## src/rtl/elevator_pkg.sv

```systemverilog
// Shared types and helpers for the four-floor elevator scheduler.
//   - state_t      : sequencer states (IDLE, MOVE, DOOR)
//   - NUM_FLOORS   : number of served floors
//   - FLOOR_W      : floor index width
//   - above_mask / below_mask / floor_onehot : floor-vector helpers
package elevator_pkg;

  localparam int NUM_FLOORS = 4;
  localparam int FLOOR_W    = 2;

  localparam logic [FLOOR_W-1:0] FLOOR_0 = 2'd0;
  localparam logic [FLOOR_W-1:0] FLOOR_1 = 2'd1;
  localparam logic [FLOOR_W-1:0] FLOOR_2 = 2'd2;
  localparam logic [FLOOR_W-1:0] FLOOR_3 = 2'd3;

  typedef enum logic [1:0] {
    IDLE = 2'd0,
    MOVE = 2'd1,
    DOOR = 2'd2
  } state_t;

  // Bit i set for every floor strictly above f.
  function automatic logic [NUM_FLOORS-1:0] above_mask(input logic [FLOOR_W-1:0] f);
    logic [NUM_FLOORS-1:0] m;
    for (int i = 0; i < NUM_FLOORS; i++) m[i] = (i > int'(f));
    return m;
  endfunction

  // Bit i set for every floor strictly below f.
  function automatic logic [NUM_FLOORS-1:0] below_mask(input logic [FLOOR_W-1:0] f);
    logic [NUM_FLOORS-1:0] m;
    for (int i = 0; i < NUM_FLOORS; i++) m[i] = (i < int'(f));
    return m;
  endfunction

  function automatic logic [NUM_FLOORS-1:0] floor_onehot(input logic [FLOOR_W-1:0] f);
    logic [NUM_FLOORS-1:0] m;
    for (int i = 0; i < NUM_FLOORS; i++) m[i] = (i == int'(f));
    return m;
  endfunction

endpackage

```

## src/rtl/elevator_scheduler_tick_timer.sv

```systemverilog
// Cycle timer shared by the MOVE and DOOR phases.
// Counts 0..limit while enabled; done pulses on the cycle the count
// equals limit, and the count wraps back to 0 on that edge.
//   clk, reset : system clock, synchronous active-high reset
//   clear      : force count to 0 (state entry / door restart)
//   enable     : count this cycle
//   limit      : terminal count (phase length minus one)
//   done       : terminal count reached this cycle
module tick_timer #(
  parameter int MAX = 2
) (
  input  logic                     clk,
  input  logic                     reset,
  input  logic                     clear,
  input  logic                     enable,
  input  logic [$clog2(MAX)-1:0]   limit,
  output logic                     done
);

  logic [$clog2(MAX)-1:0] count;

  assign done = enable & (count == limit);

  always_ff @(posedge clk) begin
    if (reset || clear) begin
      count <= '0;
    end else if (enable) begin
      count <= done ? '0 : count + 1'b1;
    end
  end

endmodule

```

## src/rtl/elevator_scheduler.sv

```systemverilog
// Collective-control scheduler for a four-floor elevator.
// Latches car buttons and hall calls, picks a travel direction and walks
// the car through MOVE / DOOR phases using one shared cycle timer.
//   clk, reset   : system clock, synchronous active-high reset
//   car_btn[3:0] : car buttons, bit i = floor i
//   hall_up[2:0] : up calls, bit i = floor i
//   hall_dn[2:0] : down calls, bit i = floor i+1
//   actual_floor : current floor
//   dir_up       : travel / preference direction (1 = up)
//   moving       : car in MOVE
//   door_open    : car in DOOR
//   car_pend, up_pend, dn_pend : pending request lamps
//
// state | meaning
// IDLE  | parked, door closed, choosing next direction
// MOVE  | travelling one floor per TRAVEL_CYCLES
// DOOR  | door open at actual_floor, requests there absorbed
module elevator_scheduler
  import elevator_pkg::*;
#(
  parameter int TRAVEL_CYCLES = 50_000_000,
  parameter int DOOR_CYCLES   = 100_000_000
) (
  input  logic               clk,
  input  logic               reset,
  input  logic [3:0]         car_btn,
  input  logic [2:0]         hall_up,
  input  logic [2:0]         hall_dn,
  output logic [FLOOR_W-1:0] actual_floor,
  output logic               dir_up,
  output logic               moving,
  output logic               door_open,
  output logic [3:0]         car_pend,
  output logic [2:0]         up_pend,
  output logic [2:0]         dn_pend
);

  localparam int TMR_MAX = (TRAVEL_CYCLES > DOOR_CYCLES) ? TRAVEL_CYCLES : DOOR_CYCLES;
  localparam int TMR_W   = $clog2(TMR_MAX);
  localparam logic [TMR_W-1:0] TRAVEL_LIM = TMR_W'(TRAVEL_CYCLES - 1);
  localparam logic [TMR_W-1:0] DOOR_LIM   = TMR_W'(DOOR_CYCLES - 1);

  state_t             state, state_nx;
  logic [FLOOR_W-1:0] floor_nx;
  logic               dir_nx;
  logic               tmr_clear, tmr_done;
  logic [TMR_W-1:0]   tmr_limit;
  logic               clear_here;

  // Per-floor views of the request registers and the live inputs.
  logic [NUM_FLOORS-1:0] up_all, dn_all, any_all, in_all, clr_mask;
  logic                  here_cur, above_cur, below_cur, press_here;
  logic [FLOOR_W-1:0]    nf;
  logic                  ahead_nf, dir_call_nf, stop_nf;

  assign up_all  = {1'b0, up_pend};
  assign dn_all  = {dn_pend, 1'b0};
  assign any_all = car_pend | up_all | dn_all;
  assign in_all  = car_btn | {1'b0, hall_up} | {hall_dn, 1'b0};

  assign here_cur   = any_all[actual_floor];
  assign above_cur  = |(any_all & above_mask(actual_floor));
  assign below_cur  = |(any_all & below_mask(actual_floor));
  assign press_here = in_all[actual_floor];

  // Arrival floor; only meaningful in MOVE, where a request ahead keeps it in range.
  assign nf          = dir_up ? actual_floor + 2'd1 : actual_floor - 2'd1;
  assign ahead_nf    = dir_up ? |(any_all & above_mask(nf)) : |(any_all & below_mask(nf));
  assign dir_call_nf = dir_up ? up_all[nf] : dn_all[nf];
  // Nothing further ahead also covers the end floors, so the car never overruns.
  assign stop_nf     = car_pend[nf] | dir_call_nf | ~ahead_nf;

  assign clr_mask  = clear_here ? floor_onehot(actual_floor) : '0;
  assign moving    = (state == MOVE);
  assign door_open = (state == DOOR);

  tick_timer #(.MAX(TMR_MAX)) u_timer (
    .clk    (clk),
    .reset  (reset),
    .clear  (tmr_clear),
    .enable (state != IDLE),
    .limit  (tmr_limit),
    .done   (tmr_done)
  );

  always_ff @(posedge clk) begin
    if (reset) begin
      state        <= IDLE;
      actual_floor <= FLOOR_0;
      dir_up       <= 1'b1;
    end else begin
      state        <= state_nx;
      actual_floor <= floor_nx;
      dir_up       <= dir_nx;
    end
  end

  always_comb begin
    state_nx   = state;
    floor_nx   = actual_floor;
    dir_nx     = dir_up;
    tmr_clear  = 1'b0;
    tmr_limit  = TRAVEL_LIM;
    clear_here = 1'b0;
    case (state)
      IDLE: begin
        if (here_cur) begin
          state_nx  = DOOR;
          tmr_clear = 1'b1;
        end else if (dir_up ? above_cur : below_cur) begin
          state_nx  = MOVE;
          tmr_clear = 1'b1;
        end else if (dir_up ? below_cur : above_cur) begin
          dir_nx    = ~dir_up;
          state_nx  = MOVE;
          tmr_clear = 1'b1;
        end
      end
      MOVE: begin
        if (tmr_done) begin
          floor_nx = nf;
          if (stop_nf) begin
            state_nx  = DOOR;
            tmr_clear = 1'b1;
          end
        end
      end
      DOOR: begin
        tmr_limit  = DOOR_LIM;
        clear_here = 1'b1;
        // A fresh press at this floor holds the door for a full period again.
        if (press_here) begin
          tmr_clear = 1'b1;
        end else if (tmr_done) begin
          state_nx = IDLE;
        end
      end
      default: state_nx = IDLE;
    endcase
  end

  // Clear wins over set so a press at the open-door floor never sticks.
  always_ff @(posedge clk) begin
    if (reset) begin
      car_pend <= '0;
      up_pend  <= '0;
      dn_pend  <= '0;
    end else begin
      car_pend <= (car_pend | car_btn) & ~clr_mask;
      up_pend  <= (up_pend | hall_up)  & ~clr_mask[2:0];
      dn_pend  <= (dn_pend | hall_dn)  & ~clr_mask[3:1];
    end
  end

endmodule

```

## config.mk

```make
export PLATFORM = sky130hd
export DESIGN_NAME = elevator_scheduler
export DESIGN_NICKNAME = d
export VERILOG_FILES = /design/src/rtl/elevator_pkg.sv /design/src/rtl/elevator_scheduler_tick_timer.sv /design/src/rtl/elevator_scheduler.sv
export SDC_FILE = /design/constraint.sdc
export NUM_CORES = 1
export LEC_CHECK = 0
export CAP_MARGIN = 10
export CORE_ASPECT_RATIO = 0.8
export CORE_MARGIN = 2
export CORE_UTILIZATION = 50
export CTS_CLUSTER_DIAMETER = 40
export DETAILED_ROUTE_END_ITERATION = 7
export GPL_TIMING_DRIVEN = 0
export PLACE_DENSITY = 0.75
export SYNTH_ARGS = -nofsm -noshare
export SYNTH_HDL_FRONTEND = slang
export SYNTH_SLANG_ARGS = --single-unit
```

## constraint.sdc

```tcl
create_clock -name clk -period 2.14 [get_ports clk]
set_input_delay 0.642 -clock clk [delete_from_list [all_inputs] [get_ports clk]]
set_output_delay 0.642 -clock clk [all_outputs]
set_load 0.02 [all_outputs]
```

==> results by group <==
Timing
  • Setup WS post-layout: -0.01702 ns
  • Final hold violation count: 0
  • Peak Freq: 0.4636 GHz
  • Setup-failing EPs final: 11
  • Fin. max-slew vios: 0
  • Unrepaired setup endpoints after global routing: yes
  • Clk_skew: 0.006416 ns
  • Min Tclk post-route: 2.157 ns
  • Max-slew headroom: 0.5750
  • Post-route clock period utilization: 1.008
  • Fin Setup TNS: -0.1095 ns
  • Worst Tran Pin Value: 0.6323 ns

Die
  • Core ar.: 4542 µm²
  • Die footprint: 5219 µm²
  • Die Span X: 80.28 µm
  • Placement Rows: 22
  • IO Pins: 27
  • Initial Utilization: 0.5124
  • Die height: 65.02 µm

Synth
  • Synth unique cells: 54
  • Syn avg cell area: 9.020 µm²
  • Synth top area cells: dfxtp_1, nor2_1, xor2_1
  • Syn Std Cell Area: 2327 µm²
  • Most frequent cell after synthesis: dfxtp_1
  • Async S/R FF share, synth: 0
  • Mapped Cells: 258
  • Net Count, Synth: 277
  • Post-synth top area cell: dfxtp_1
  • Leading post-synthesis cells by instance count: dfxtp_1, nor2_1, nand2_1, xor2_1, xnor2_1
  • Syn. warnings: 0
  • Yosys reg bits: 42
  • Top-area cell type share of the netlist area: 0.3613
  • Sequential fraction of the synthesis area: 0.3613
  • EDFF count, synth: 0
  • Prevailing post-synth register cell: dfxtp_1

Clocking
  • Clock Tree Buf Depth: 2
  • Depth of the CTS H-tree: 2
  • Clk Latency, worst-skew pair: 0.30 ns
  • CTS Sinks: 42
  • Root buffer cell: clkbuf_8
  • Num CTS Buffers: 5
  • CTS Hold Buffers Added: 0
  • CTS tree: built
  • Clock slew at the register clock pins of the worst setup and hold paths: 0.08 ns

Global routing
  • Initial antenna violation count: 0
  • First-pass GRT wire length: 9252 µm
  • Global Route Usage Sum: 0.2326
  • Largest net degree at the start of global routing: 20
  • Vias in the first global route: 1912
  • Grt ovf: 0

Placement
  • Cell Count Post-Placement: 344
  • GP Congestion: 0.9035
  • Setup WS pre-CTS: -0.3952 ns
  • PortBufs: 26
  • DP HPWL: 4055 µm

Cells and area
  • Fin cells: 357
  • N_diodes: 0
  • Final nets: 315
  • Share of layout cells above drive strength 1: 0.1481
  • Final core utilization: 0.6512
  • Area grow syn2layout: 27.10%

Power and ir drop
  • Final Total Pwr: 2.277 mW
  • Worst vdd ir: 649.9 µV
  • Pleak: 1.095 nW
  • Pwr dens: 769.9 nW/µm²

Drt
  • Drt wl/cell: 16.99 µm
  • Drt total wl: 6065 µm
  • DRC: 0
  • Remaining antenna violation count: 0
  • Drt pass-1 iters: 4
  • Initial drt markers: 164
  • Via count: 2115
  • Mean number of vias per cell: 5.924

Critical path
  • Critical path endpoint category: flop
  • CP Launch Type: primary input
  • Max FO, Critical Path: 9
  • Worst Path Arrival: 2.36 ns
  • Data required time at the worst endpoint: 2.34 ns
  • Worst r2r path cells: 8
  • Critical path class: primary input to flop

Worst hold path
  • Hold crit path type: flop to flop
  • Worst Hold Depth: 2

Outcome
  • Status: finished, violations left
  • Failing checks: negative setup slack

Job
  • Max capacitance violation total: 0
[flip-flops by register name (all words and copies together) (netlist names)]
signal / count
u_timer.count: 27
car_pend: 4
dn_pend: 3
up_pend: 3
actual_floor: 2
state: 2
dir_up: 1
[logic make-up (layout without fill, tap and decap cells)]
family,after synthesis,count (layout),share of synthesized area
compound gates,46,46,0.1527
xor+xnor,27,27,0.1016
fa+ha+maj,7,7,0.03763
buf+inv,14,53,0.03334
flops,42,42,0.3613
mux,6,6,0.03656
simple gates,116,116,0.2769
[cells in the final DEF, fill, tap and decap left out, types with 5 or more instances in the layout]
cell type        instances
o21a_1                  11
nand4_1                 12
and4_1                   5
dfxtp_1                 40
and3_1                   5
clkbuf_8                 6
buf_4                    5
clkdlybuf4s50_1         23
nand3_1                 10
xor2_1                  14
nor2_1                  39
nand2_1                 15
a21oi_1                 10
xnor2_1                 12
nor3_1                   6
ha_1                     7
[path summary, 6_finish.rpt]
kind | startpoint | to | slack [ns]
setup / recovery | car_btn[1] | u_timer.count[22] | -0.02
hold / removal | u_timer.count[0] | u_timer.count[0] | 0.51
setup reg to reg | actual_floor[1] | state[0] | 0.02
hold reg to reg | u_timer.count[0] | u_timer.count[0] | 0.51
[area by class of cell]
type | count | area [µm²]
buffer | 6 | 47.55
clock buffer | 6 | 82.58
clock inverter | 2 | 60.06
fill | 385 | 1584
inverter | 7 | 30.03
multi-input combinational | 202 | 1478
sequential | 42 | 848.3
tap | 60 | 75.07
timing repair buffer | 32 | 336.6
[worst max-delay path, cell delays in order]
cell and delay, ns:
clkdlybuf4s50_1 0.51, nor3_2 0.05, mux4_2 0.50, a21oi_2 0.18
a211o_2 0.24, clkbuf_16 0.18, nor2_1 0.05
[where the power goes]
group	switching (mW)	internal [mW]	leakage [nW]
Clock	0.283	0.498	0.0714
Sequential	0.0583	0.822	0.344
Combinational	0.344	0.273	0.680
[what timing repair did]
item	4_1_cts	5_1_grt
setup endpoints to repair	22	31
gates resized for setup	12	12
pin swaps	1	4
buffers inserted	2	2
cloned	0	2
[through the flow]
step                instance area [µm²]  hold slack (ns)
detailed placement                 2675           0.4932
CTS                                2856           0.5054
global route                       2958           0.5393
finish                             2958           0.5137
floorplan                          2340           0.4582
global placement                   2675           0.4750
[routing by layer]
layer,vias up,share of wire,track usage
met4,0,0.021,0.08051
li1,1014,-,-
met2,56,0.43,0.3323
met1,1030,0.50,0.3365
met3,15,0.049,0.05989
met5,-,0,0
(Power assumes the default switching activity.)
